**src/rtl/spi_uart_bridge.sv**
```systemverilog
// Buffered SPI-to-UART forwarder: SPI bytes land in a circular FIFO and an egress
// FSM sends them raw or as ASCII hex, optionally breaking lines with CR/LF.
module spi_uart_bridge #(
  parameter int FIFO_DEPTH = 16,
  parameter int HEX_MODE   = 0,
  parameter int LINE_BYTES = 0
) (
  input  logic                          system_clk,
  input  logic                          reset,
  input  logic                          spi_data_ready,
  input  logic [7:0]                    spi_rx_data,
  output logic                          spi_read_ack,
  input  logic                          uart_fifo_ready,
  output logic [7:0]                    uart_tx_data,
  output logic                          start_uart,
  output logic [$clog2(FIFO_DEPTH):0]   fifo_level,
  output logic                          overflow,
  output logic [7:0]                    drop_count
);

  localparam int AW = $clog2(FIFO_DEPTH);
  localparam int LW = (LINE_BYTES > 0) ? $clog2(LINE_BYTES + 1) : 1;

  typedef enum logic [2:0] {S_IDLE, S_HI, S_LO, S_CR, S_LF, S_GAP} state_t;

  state_t        state;
  state_t        nxt;
  logic [7:0]    mem [FIFO_DEPTH];
  logic [AW-1:0] wr_ptr;
  logic [AW-1:0] rd_ptr;
  logic [AW:0]   count;
  logic          taken;
  logic [7:0]    held;
  logic [LW-1:0] line_cnt;
  logic          line_due;
  logic          fire;
  logic          full;
  logic          push;
  logic          pop;
  logic          line_hit;
  logic [7:0]    head;

  // Handshakes: the SPI side is a level (spi_data_ready) consumed once per rising
  // episode and answered with a one-cycle spi_read_ack; it is never stalled. The
  // UART side accepts a character when start_uart pulses, and the FSM only starts
  // one while uart_fifo_ready is high, then idles one cycle so ready can update.
  assign fire       = spi_data_ready && !taken;
  assign full       = (count == (AW + 1)'(FIFO_DEPTH));
  assign push       = fire && !full;
  assign pop        = (state == S_IDLE) && (count != '0) && uart_fifo_ready;
  assign head       = mem[rd_ptr];
  assign line_hit   = (LINE_BYTES > 0) && (line_cnt == LW'(LINE_BYTES - 1));
  assign fifo_level = count;

  function automatic logic [7:0] hex_char(input logic [3:0] n);
    return (n < 4'd10) ? (8'h30 + {4'h0, n}) : (8'h37 + {4'h0, n});
  endfunction

  always_ff @(posedge system_clk or posedge reset) begin
    if (reset) begin
      taken        <= 1'b0;
      spi_read_ack <= 1'b0;
      overflow     <= 1'b0;
      drop_count   <= 8'h00;
      wr_ptr       <= '0;
    end else begin
      spi_read_ack <= fire;
      if (!spi_data_ready) taken <= 1'b0;
      else if (fire)       taken <= 1'b1;
      if (push) wr_ptr <= wr_ptr + 1'b1;
      // Full is judged on the registered count, so a same-cycle pop cannot save the byte.
      if (fire && full) begin
        overflow <= 1'b1;
        if (drop_count != 8'hFF) drop_count <= drop_count + 8'd1;
      end
    end
  end

  always_ff @(posedge system_clk) begin
    if (push) mem[wr_ptr] <= spi_rx_data;
  end

  always_ff @(posedge system_clk or posedge reset) begin
    if (reset) begin
      count <= '0;
    end else begin
      case ({push, pop})
        2'b10:   count <= count + 1'b1;
        2'b01:   count <= count - 1'b1;
        default: count <= count;
      endcase
    end
  end

  always_ff @(posedge system_clk or posedge reset) begin
    if (reset) begin
      state        <= S_IDLE;
      nxt          <= S_IDLE;
      rd_ptr       <= '0;
      line_cnt     <= '0;
      line_due     <= 1'b0;
      held         <= 8'h00;
      uart_tx_data <= 8'h00;
      start_uart   <= 1'b0;
    end else begin
      start_uart <= 1'b0;
      case (state)
        S_IDLE: begin
          if (pop) begin
            rd_ptr     <= rd_ptr + 1'b1;
            line_cnt   <= line_cnt + 1'b1;
            start_uart <= 1'b1;
            state      <= S_GAP;
            if (HEX_MODE != 0) begin
              held         <= head;
              line_due     <= line_hit;
              uart_tx_data <= hex_char(head[7:4]);
              nxt          <= S_LO;
            end else begin
              uart_tx_data <= head;
              nxt          <= line_hit ? S_CR : S_IDLE;
            end
          end
        end
        // IDLE normally sends the high nibble itself; HI resends it from the latch.
        S_HI: begin
          if (uart_fifo_ready) begin
            uart_tx_data <= hex_char(held[7:4]);
            start_uart   <= 1'b1;
            state        <= S_GAP;
            nxt          <= S_LO;
          end
        end
        S_LO: begin
          if (uart_fifo_ready) begin
            uart_tx_data <= hex_char(held[3:0]);
            start_uart   <= 1'b1;
            state        <= S_GAP;
            nxt          <= line_due ? S_CR : S_IDLE;
          end
        end
        S_CR: begin
          if (uart_fifo_ready) begin
            uart_tx_data <= 8'h0D;
            start_uart   <= 1'b1;
            state        <= S_GAP;
            nxt          <= S_LF;
          end
        end
        S_LF: begin
          if (uart_fifo_ready) begin
            uart_tx_data <= 8'h0A;
            start_uart   <= 1'b1;
            line_cnt     <= '0;
            state        <= S_GAP;
            nxt          <= S_IDLE;
          end
        end
        S_GAP:   state <= nxt;
        default: state <= S_IDLE;
      endcase
    end
  end

endmodule

```
**config.mk**
```make
export PLATFORM = sky130hd
export DESIGN_NAME = spi_uart_bridge
export DESIGN_NICKNAME = d
export VERILOG_FILES = /design/src/rtl/spi_uart_bridge.sv
export SDC_FILE = /design/constraint.sdc
export NUM_CORES = 1
export LEC_CHECK = 0
export CORE_UTILIZATION = 40
export DETAILED_ROUTE_END_ITERATION = 7
export GPL_ROUTABILITY_DRIVEN = 1
export PLACE_DENSITY = 0.69
export SLEW_MARGIN = 30
export SYNTH_ARGS = -nofsm -noshare
export SYNTH_HDL_FRONTEND = slang
export SYNTH_SLANG_ARGS = --single-unit
```
**constraint.sdc**
```tcl
create_clock -name system_clk -period 3.7 [get_ports system_clk]
set_input_delay 0.925 -clock system_clk [delete_from_list [all_inputs] [get_ports system_clk]]
set_output_delay 0.925 -clock system_clk [all_outputs]
set_load 0.005 [all_outputs]
```
==> results.ini, run 1 <==
[floorplan]
core.rowCount=47
ioPinCount=36
core_area_um2=16600
die_area_um2=17700
initial_core_util_pct=41.2
die_w_um=133
die_y_um=133

[cts]
clk_pin_slew_ns=0.06
cts_buffer_depth=2
clock_latency_ns=0.43
cts-root-buf=clkbuf_16
htree_levels=4
postCtsResizedCells=0
post_cts.repair.setup_buffers=0
cts-buffers-inserted=17
cts_sinks=166
hold_buffers=0
cts_tree=done

[synth]
synth.area.mux_share_pct=11.2
synth_flop_cell=edfxtp_1
synth-simple-area-share_pct=6.75
synth_largest_type_area_fraction_pct=56.0
synthDistinctLibCells=51
yosys_warnings=9
synth_top_family_by_area=multiplexers
synth_edf_count=128
ys_seq_area_share_pct=69.9
synth_cells=417
synth_compound_area_share_pct=5.73
yosys.area.top_type=edfxtp_1
synth-xor-area-share_pct=2.55
ys_ff_latch=166
postSynthAreaPerCell_um2=16.5
synth_fa_ha_area_share_pct=1.64
syn_nets=438
synthesis.area_um2=6860
async_flop_share_pct=22.9
ys_top_cells_by_area=edfxtp_1, dfrtp_1, mux4_2, ha_1, nor2_1

[worst_setup_path]
crit_chain=clkdlybuf4s50_1, nor2b_1, a21boi_1, inv_1, ha_1, xor2_1, ha_1, a21oi_1, xor2_1, nor2_1, xor2_1
crit_path_start=spi_data_ready
critPathTopFamily=buffers and inverters
worstPathRequired_ns=3.99
slowest_stage=clkdlybuf4s50_1
slowest_delay_ns=0.48
cp_max_fo=9
critPathBufInv=2
worstPathArrival_ns=3.31
critPathLaunchType=input port
path_class=input port to register
rr_startpoint=fifo_level[1]
cp_common_cell=xor2_1
cp-end-kind=register

[sta]
layout_setup_ws_ns=0.689
rsz0062_at_grt=false
hold_viol_final=0
max_slew_margin_pct=34.5
min_period_ns=3.01
timing.fmax_ghz=0.332
fin_crit_sh_pct=81.4
clock-skew-final_ns=0.00910
whs_ns=0.448
drv_slew=0
setup_tns_ns=0
tightest_slew_ns=0.982
finalSetupViolations=0

[routing]
ant_nets=0
drt_iter0_drc=374
met2WireLength_um=7000
top_layer=met4
drc=0
wl_per_cell_um=19.5
met1_length_um=6050
routed-wl-met3_um=796
first_pass_iters=5
vias=3828
routed_wl_um=14100
vias_per_cell=5.29

[placed_design]
dpl.hpwl_um=9830
place.port_buffers=35
pre_cts_ws_ns=0.271
globalplace.congestion=0.845

[global_route]
antenna_found_initial=0
gr-total-overflow=0
grt_pass1_wl_um=21900
grt_max_degree=23
grt_pass1_vias=3963
grt_usage_pct=16.9

[worst_hold_path]
hold_start=taken
hold_path_class=register to register

[final_layout]
antenna_cells=0
most-common-layout-cells=edfxtp_1, buf_4, dfrtp_1
final_util_pct=49.6
fillCellCount=1342
area_growth_pct=20.3
nNetsFinal=511
final_common_cell=edfxtp_1
drive_gt1_share_pct=22.1

[pwr]
pwr_density_cell_nw_per_um2=718
power_uw=5930
peakVddDrop_mv=0.387
p_leak_uw=0.00294

[status]
status=finished clean

[flow_run]
drv_cap=0

[through the flow]
step                instance area, um2  instances
finish                            8250        723
global route                      8250        723
CTS                               8250        723
detailed placement                7670        691
global placement                  7670        691
floorplan                         6860        417
[report_power, final]
group / total (uW) / internal, uW / switching (uW) / leakage, uW
Combinational: 1620 / 854 / 765 / 0.00104
Clock: 1700 / 901 / 797 / 0.000279
Sequential: 2610 / 2230 / 376 / 0.00162
[final timing paths]
kind                                       to  slack [ns]  cells past startpoint
max in group asynchronous              nxt[2]        1.97                      3
worst max register to register  fifo_level[2]        0.94                     10
worst min register to register   spi_read_ack        0.45                      1
min in group asynchronous          start_uart        0.98                      2
worst max-delay path            fifo_level[2]        0.69                     11
worst min-delay path             spi_read_ack        0.45                      1
[layout make-up]
cell class / count / area (um2) / share of cell area (%)
Clock buffer: 17 / 425 / 5.16
Inverter: 13 / 51.3 / 0.622
Timing Repair Buffer: 74 / 643 / 7.79
Clock inverter: 15 / 151 / 1.83
Tap cell: 220 / 275 / 3.34
Multi-Input combinational cell: 218 / 1910 / 23.1
Sequential cell: 166 / 4800 / 58.1
[worst reg2reg max path, stage by stage (launching register included)]
cell and delay (ns):
dfrtp_1 0.49, or4_4 0.64, nor2_8 0.15, nor3_2 0.08, ha_1 0.30, xor2_1 0.19
ha_1 0.22, a21oi_1 0.18, xor2_1 0.17, nor2_1 0.07, xor2_1 0.14
[kinds of logic (layout without fill, tap and decap cells)]
| logic type | Yosys count | count (layout) |
|---|---|---|
| buf+inv | 33 | 119 |
| fa+ha+maj | 9 | 9 |
| mux | 40 | 40 |
| compound gates | 56 | 56 |
| flops | 166 | 166 |
| simple gates | 93 | 93 |
| xor+xnor | 20 | 20 |
[registers in the layout (all words and copies together) (netlist names), 2 cells and up]
signal and cells:
drop_count 8, fifo_level 5, mem 128, nxt 2, rd_ptr 4, state 3
uart_tx_data 8, wr_ptr 4
[Yosys cell counts, drive strengths merged (8+ instances only)]
master and count:
dfrtp 38, nor2 30, nand2 27, mux2i 9
nand3 10, o21ai 11, mux4 29, xnor2 12
inv 12, edfxtp 128, xor2 8, a21oi 9
ha 9, buf 13
[layer usage]
metal	track usage, %	vias to the layer above
met1	21.4	1924
met2	27.5	132
li1	-	1751
met3	4.75	21
met4	6.07	0
met5	0	-
No activity file was read; power rests on OpenSTA's default activity.
==> inputs of run 2 (changes only) <==
clock period = 2.8 ns   (was 3.7 ns; I/O delays follow)
==> run 2 against run 1 <==
Compared with the run above:
- wire length increased by 0.40%
- largest power group unchanged
- non-clock buffer count increased by 7
- design area increased by 1.5%
- die area unchanged
- core utilization increased by 0.75 points
- sequential share of layout area decreased by 0.87 points
- clock skew decreased by 0.0021 ns
- highest routed layer unchanged
- combinational power increased by 57%
- register-to-register slack got worse by 0.58 ns
- global-route usage increased by 0.82 points
- setup slack got worse by 0.33 ns
- via count increased by 1.7%
==> results.ini, run 2 (same netlist as run 1, synthesis figures left out) <==
[status]
status=finished clean

[cts]
clock_latency_ns=0.43  ; about the same
clk_pin_slew_ns=0.06  ; about the same
htree_levels=4  ; unchanged
postCtsResizedCells=0  ; unchanged
cts_tree=done
cts-buffers-inserted=17  ; unchanged
cts-root-buf=clkbuf_16
post_cts.repair.setup_buffers=0  ; unchanged
hold_buffers=0  ; unchanged
cts_buffer_depth=2  ; unchanged
cts_sinks=166  ; unchanged

[sta]
fin_crit_sh_pct=87.1
whs_ns=0.478  ; +0.0291 ns
hold_viol_final=0  ; unchanged
finalSetupViolations=0  ; unchanged
setup_tns_ns=0  ; unchanged
clock-skew-final_ns=0.00696  ; -0.00214 ns
min_period_ns=2.44
max_slew_margin_pct=58.4  ; +24 points
tightest_slew_ns=0.622  ; -0.360 ns
rsz0062_at_grt=false
timing.fmax_ghz=0.410
layout_setup_ws_ns=0.362  ; -0.327 ns
drv_slew=0  ; unchanged

[routing]
routed_wl_um=14200  ; +0.40%
drc=0  ; unchanged
vias_per_cell=5.33  ; +0.75%
vias=3894  ; +1.7%
ant_nets=0  ; unchanged
drt_iter0_drc=398  ; +6.4%
wl_per_cell_um=19.4  ; -0.56%
first_pass_iters=5  ; unchanged

[final_layout]
antenna_cells=0  ; unchanged
area_growth_pct=22.1
regMostFlops=mem
top_regs=mem x128, drop_count x8, uart_tx_data x8
drive_gt1_share_pct=23.1  ; +1.1 points
most-common-layout-cells=edfxtp_1, buf_4, dfrtp_1
nNetsFinal=518  ; +1.4%
final_common_cell=edfxtp_1
final_util_pct=50.3  ; +0.75 points
largest_register_ffs=128  ; unchanged

[global_route]
grt_pass1_vias=4136  ; +4.4%
antenna_found_initial=0  ; unchanged
grt_pass1_wl_um=22800  ; +3.9%
grt_max_degree=39  ; +70%
grt_usage_pct=17.7  ; +0.82 points
gr-total-overflow=0  ; unchanged

[worst_setup_path]
cp-end-kind=register
worstPathRequired_ns=3.11  ; -0.88 ns
slowest_stage=or4_4
cp_max_fo=5  ; -4
path_class=register to register
slowest_delay_ns=0.61  ; +0.13 ns
r2r_slack_ns=0.36  ; -0.58 ns
critPathTopFamily=simple AND/OR/NAND/NOR gates
crit_chain=or4_4, nor2_8, nor3_4, ha_1, xor2_1, ha_1, nand2_1, nor2_1, o21ai_0, a31oi_1, xor2_1
critPathLaunchType=register
critPathBufInv=0  ; -2
worstPathArrival_ns=2.75  ; -0.56 ns

[placed_design]
dpl.hpwl_um=9720  ; -1.2%
pre_cts_ws_ns=-0.0663  ; -0.337 ns
place.port_buffers=35  ; unchanged
globalplace.congestion=0.791  ; -6.3%

[worst_hold_path]
hold_path_class=register to register

[flow_run]
drv_cap=0  ; unchanged

[pwr]
pwr-share-comb_pct=31.1  ; +3.8 points
switching_share_pct=30.6  ; -2.1 points
intPower_uw=5700  ; +43%
p_leak_uw=0.00301  ; +2.1%
p_clk_share_pct=30.1  ; +1.4 points
switchingPower_uw=2510  ; +30%
peakVddDrop_mv=0.525  ; +36%
seq_power_share_pct=38.8  ; -5.2 points
pwr_density_cell_nw_per_um2=980  ; +36%

[floorplan]
die_y_um=133  ; unchanged
core.rowCount=47  ; unchanged
die_area_um2=17700  ; unchanged
ioPinCount=36  ; unchanged
core_area_um2=16600  ; unchanged
initial_core_util_pct=41.2  ; unchanged
die_w_um=133  ; unchanged

[run 2: cell count changes in the layout (fill, tap and decap cells not counted), sizes merged]
| cell | previous run | this run |
|---|---|---|
| buf | 39 | 46 |
| inv | 22 | 16 |
| clkbuf | 17 | 18 |
| clkinvlp | 2 | 1 |
| clkinv | 4 | 6 |
| bufinv | 0 | 4 |
[run 2: path summary, 6_finish.rpt]
| check | startpoint | end | cells past startpoint |
|---|---|---|---|
| max | fifo_level[0] | fifo_level[4] | 11 |
| min | overflow | overflow | 1 |
| max reg2reg | fifo_level[0] | fifo_level[4] | 11 |
| min reg2reg | overflow | overflow | 1 |
| max in group asynchronous | reset | rd_ptr[0] | 3 |
| min in group asynchronous | reset | drop_count[0] | 3 |
[run 2: cell type report]
type | instances | area (um2)
Clock buffer | 18 | 429
Clock inverter | 14 | 198
Fill cell | 1334 | 8270
Inverter | 13 | 51.3
Multi-Input combinational cell | 218 | 1920
Sequential cell | 166 | 4800
Tap cell | 220 | 275
Timing Repair Buffer | 81 | 708
[run 2: power groups by stage]
stage | clock network (uW) | registers [uW] | logic [uW]
5_1_grt | 2600 | 3230 | 2800
3_5_place_dp | 0 | 3240 | 2560
2_1_floorplan | 0 | 3180 | 1690
4_1_cts | 2510 | 3190 | 2580
3_3_place_gp | 0 | 3220 | 2490
6_report | 2470 | 3190 | 2550
[run 2: per-stage QoR]
| step | total power (uW) | std cells | cell area, um2 |
|---|---|---|---|
| after floorplan | 4870 | 417 | 6870 |
| after global placement | 5710 | 698 | 7750 |
| after detailed placement | 5790 | 698 | 7750 |
| after CTS | 8270 | 730 | 8380 |
| after global routing | 8620 | 730 | 8380 |
| final | 8210 | 730 | 8380 |
[run 2: metal layers]
| layer | track usage (%) | vias to the layer above | share of wire, % |
|---|---|---|---|
| li1 | - | 1771 | - |
| met1 | 22.0 | 2007 | 42 |
| met2 | 29.1 | 93 | 51 |
| met3 | 4.98 | 23 | 4.8 |
| met4 | 7.09 | 0 | 1.7 |
| met5 | 0 | - | 0 |
==> inputs of run 3 (changes only) <==
PLACE_DENSITY = 0.61   (was 0.69)
REMOVE_ABC_BUFFERS = 1   (was unset)
==> run 3 against run 2 <==
Compared with the run above:
- die area did not move
- first-iteration DRC count fell by 34%
- sequential power rose by 3%
- largest power group unchanged
==> results.ini, run 3 (same netlist as run 1, synthesis figures left out) <==
[floorplan]
die_area_um2=17700  ; unchanged
ioPinCount=36  ; unchanged
initial_core_util_pct=41.2  ; unchanged
die_w_um=133  ; unchanged
die_y_um=133  ; unchanged
core_area_um2=16600  ; unchanged
core.rowCount=47  ; unchanged

[final_layout]
area_growth_pct=20.5
drive_gt1_share_pct=22.3  ; -0.81 points
largest_register_ffs=128  ; unchanged
regMostFlops=mem
top_regs=mem x128, drop_count x8, uart_tx_data x8
final_cells=726  ; -0.55%
nNetsFinal=514  ; -0.77%
antenna_cells=0  ; unchanged
final_common_cell=edfxtp_1
most-common-layout-cells=edfxtp_1, buf_4, dfrtp_1

[status]
status=finished clean

[worst_setup_path]
cp_max_fo=3  ; -2
critPathLaunchType=input port
r2r_slack_ns=0.33  ; -0.03 ns
critPathBufInv=2  ; +2
worstPathRequired_ns=3.14  ; +0.03 ns
slowest_delay_ns=0.47  ; -0.14 ns
cp-end-kind=register
slowest_stage=clkdlybuf4s50_1
crit_chain=clkdlybuf4s50_1, nor2b_1, a21boi_1, inv_1, ha_1, xor2_1, ha_1, nand2_1, nor2_1, o21ai_0, a31oi_1, xor2_1
path_class=input port to register
critPathTopFamily=buffers and inverters
worstPathArrival_ns=2.86  ; +0.11 ns

[routing]
wl_per_cell_um=19.3  ; -0.28%
vias=3800  ; -2.4%
vias_per_cell=5.23  ; -1.9%
first_pass_iters=4  ; -1
routed_wl_um=14000  ; -0.83%
drc=0  ; unchanged
ant_nets=0  ; unchanged
drt_iter0_drc=261  ; -34%

[cts]
postCtsResizedCells=0  ; unchanged
cts_sinks=166  ; unchanged
cts-buffers-inserted=17  ; unchanged
htree_levels=4  ; unchanged
cts_tree=done
hold_buffers=0  ; unchanged
cts_buffer_depth=2  ; unchanged
clk_pin_slew_ns=0.06  ; about the same
cts-root-buf=clkbuf_16
clock_latency_ns=0.42  ; about the same
post_cts.repair.setup_buffers=0  ; unchanged

[global_route]
grt_usage_pct=17.5  ; -0.20 points
grt_max_degree=39  ; unchanged
antenna_found_initial=0  ; unchanged
grt_pass1_vias=3832  ; -7.4%
grt_pass1_wl_um=22400  ; -1.7%
gr-total-overflow=0  ; unchanged

[placed_design]
globalplace.congestion=0.818  ; +3.3%
placed_cells_incl_taps=694  ; -0.57%
dpl.hpwl_um=9450  ; -2.7%
place.port_buffers=35  ; unchanged
pre_cts_ws_ns=-0.142  ; -0.0756 ns

[sta]
min_period_ns=2.52  ; +0.0803 ns
fin_crit_sh_pct=89.9  ; +2.9 points
max_slew_margin_pct=43.8  ; -15 points
rsz0062_at_grt=false
finalSetupViolations=0  ; unchanged
whs_ns=0.478  ; +0.0000870 ns
tightest_slew_ns=0.843  ; +0.221 ns
setup_tns_ns=0  ; unchanged
hold_viol_final=0  ; unchanged
timing.fmax_ghz=0.397  ; -3.2%
clock-skew-final_ns=0.00955  ; +0.00259 ns
layout_setup_ws_ns=0.282  ; -0.0803 ns
drv_slew=0  ; unchanged

[flow_run]
drv_cap=0  ; unchanged

[pwr]
power_uw=7910  ; -3.7%
pwr_density_cell_nw_per_um2=956  ; -2.4%
peakVddDrop_mv=0.535  ; +1.9%
p_leak_uw=0.00295  ; -1.8%

[worst_hold_path]
hold_path_class=register to register

run 3: cell count changes in the layout (fill, tap and decap cells not counted), sizes merged:
cell / change
buf: -4
bufinv: -3
clkbuf: +1
clkinvlp: +1
inv: +1
run 3: through the flow:
stage	util [%]	area, um2
floorplan	-	6760
global placement	46.3	7700
CTS	49.7	8270
global route	49.7	8270
detailed placement	46.3	7700
finish	49.7	8270
run 3: final timing paths:
path / startpoint / end / cells after the start
worst max-delay path: spi_data_ready / fifo_level[4] / 12
worst min-delay path: overflow / overflow / 1
worst max register to register: fifo_level[0] / fifo_level[4] / 11
worst min register to register: overflow / overflow / 1
max in group asynchronous: reset / rd_ptr[0] / 3
min in group asynchronous: reset / uart_tx_data[4] / 3
run 3: where the power goes:
part | internal (uW) | leakage [uW] | switching, uW | total [uW]
logic | 1210 | 0.00105 | 1150 | 2360
clock network | 1280 | 0.000280 | 960 | 2240
registers | 2950 | 0.00162 | 351 | 3300
total | 5440 | 0.00295 | 2460 | 7910
run 3: area by class of cell:
class / instances / area, um2
Clock buffer: 19 / 453
Multi-Input combinational cell: 218 / 1910
Fill cell: 1390 / 8370
Inverter: 13 / 51.3
Timing Repair Buffer: 77 / 666
Tap cell: 220 / 275
Sequential cell: 166 / 4800
Clock inverter: 13 / 119
run 3: per-layer routing:
layer	GRT usage (%)	up-vias	part of all wire, %
met1	23.3	1951	44
met2	28.7	85	50
met4	6.13	0	0.88
met5	0	-	0
li1	-	1754	-
met3	3.18	10	4.9
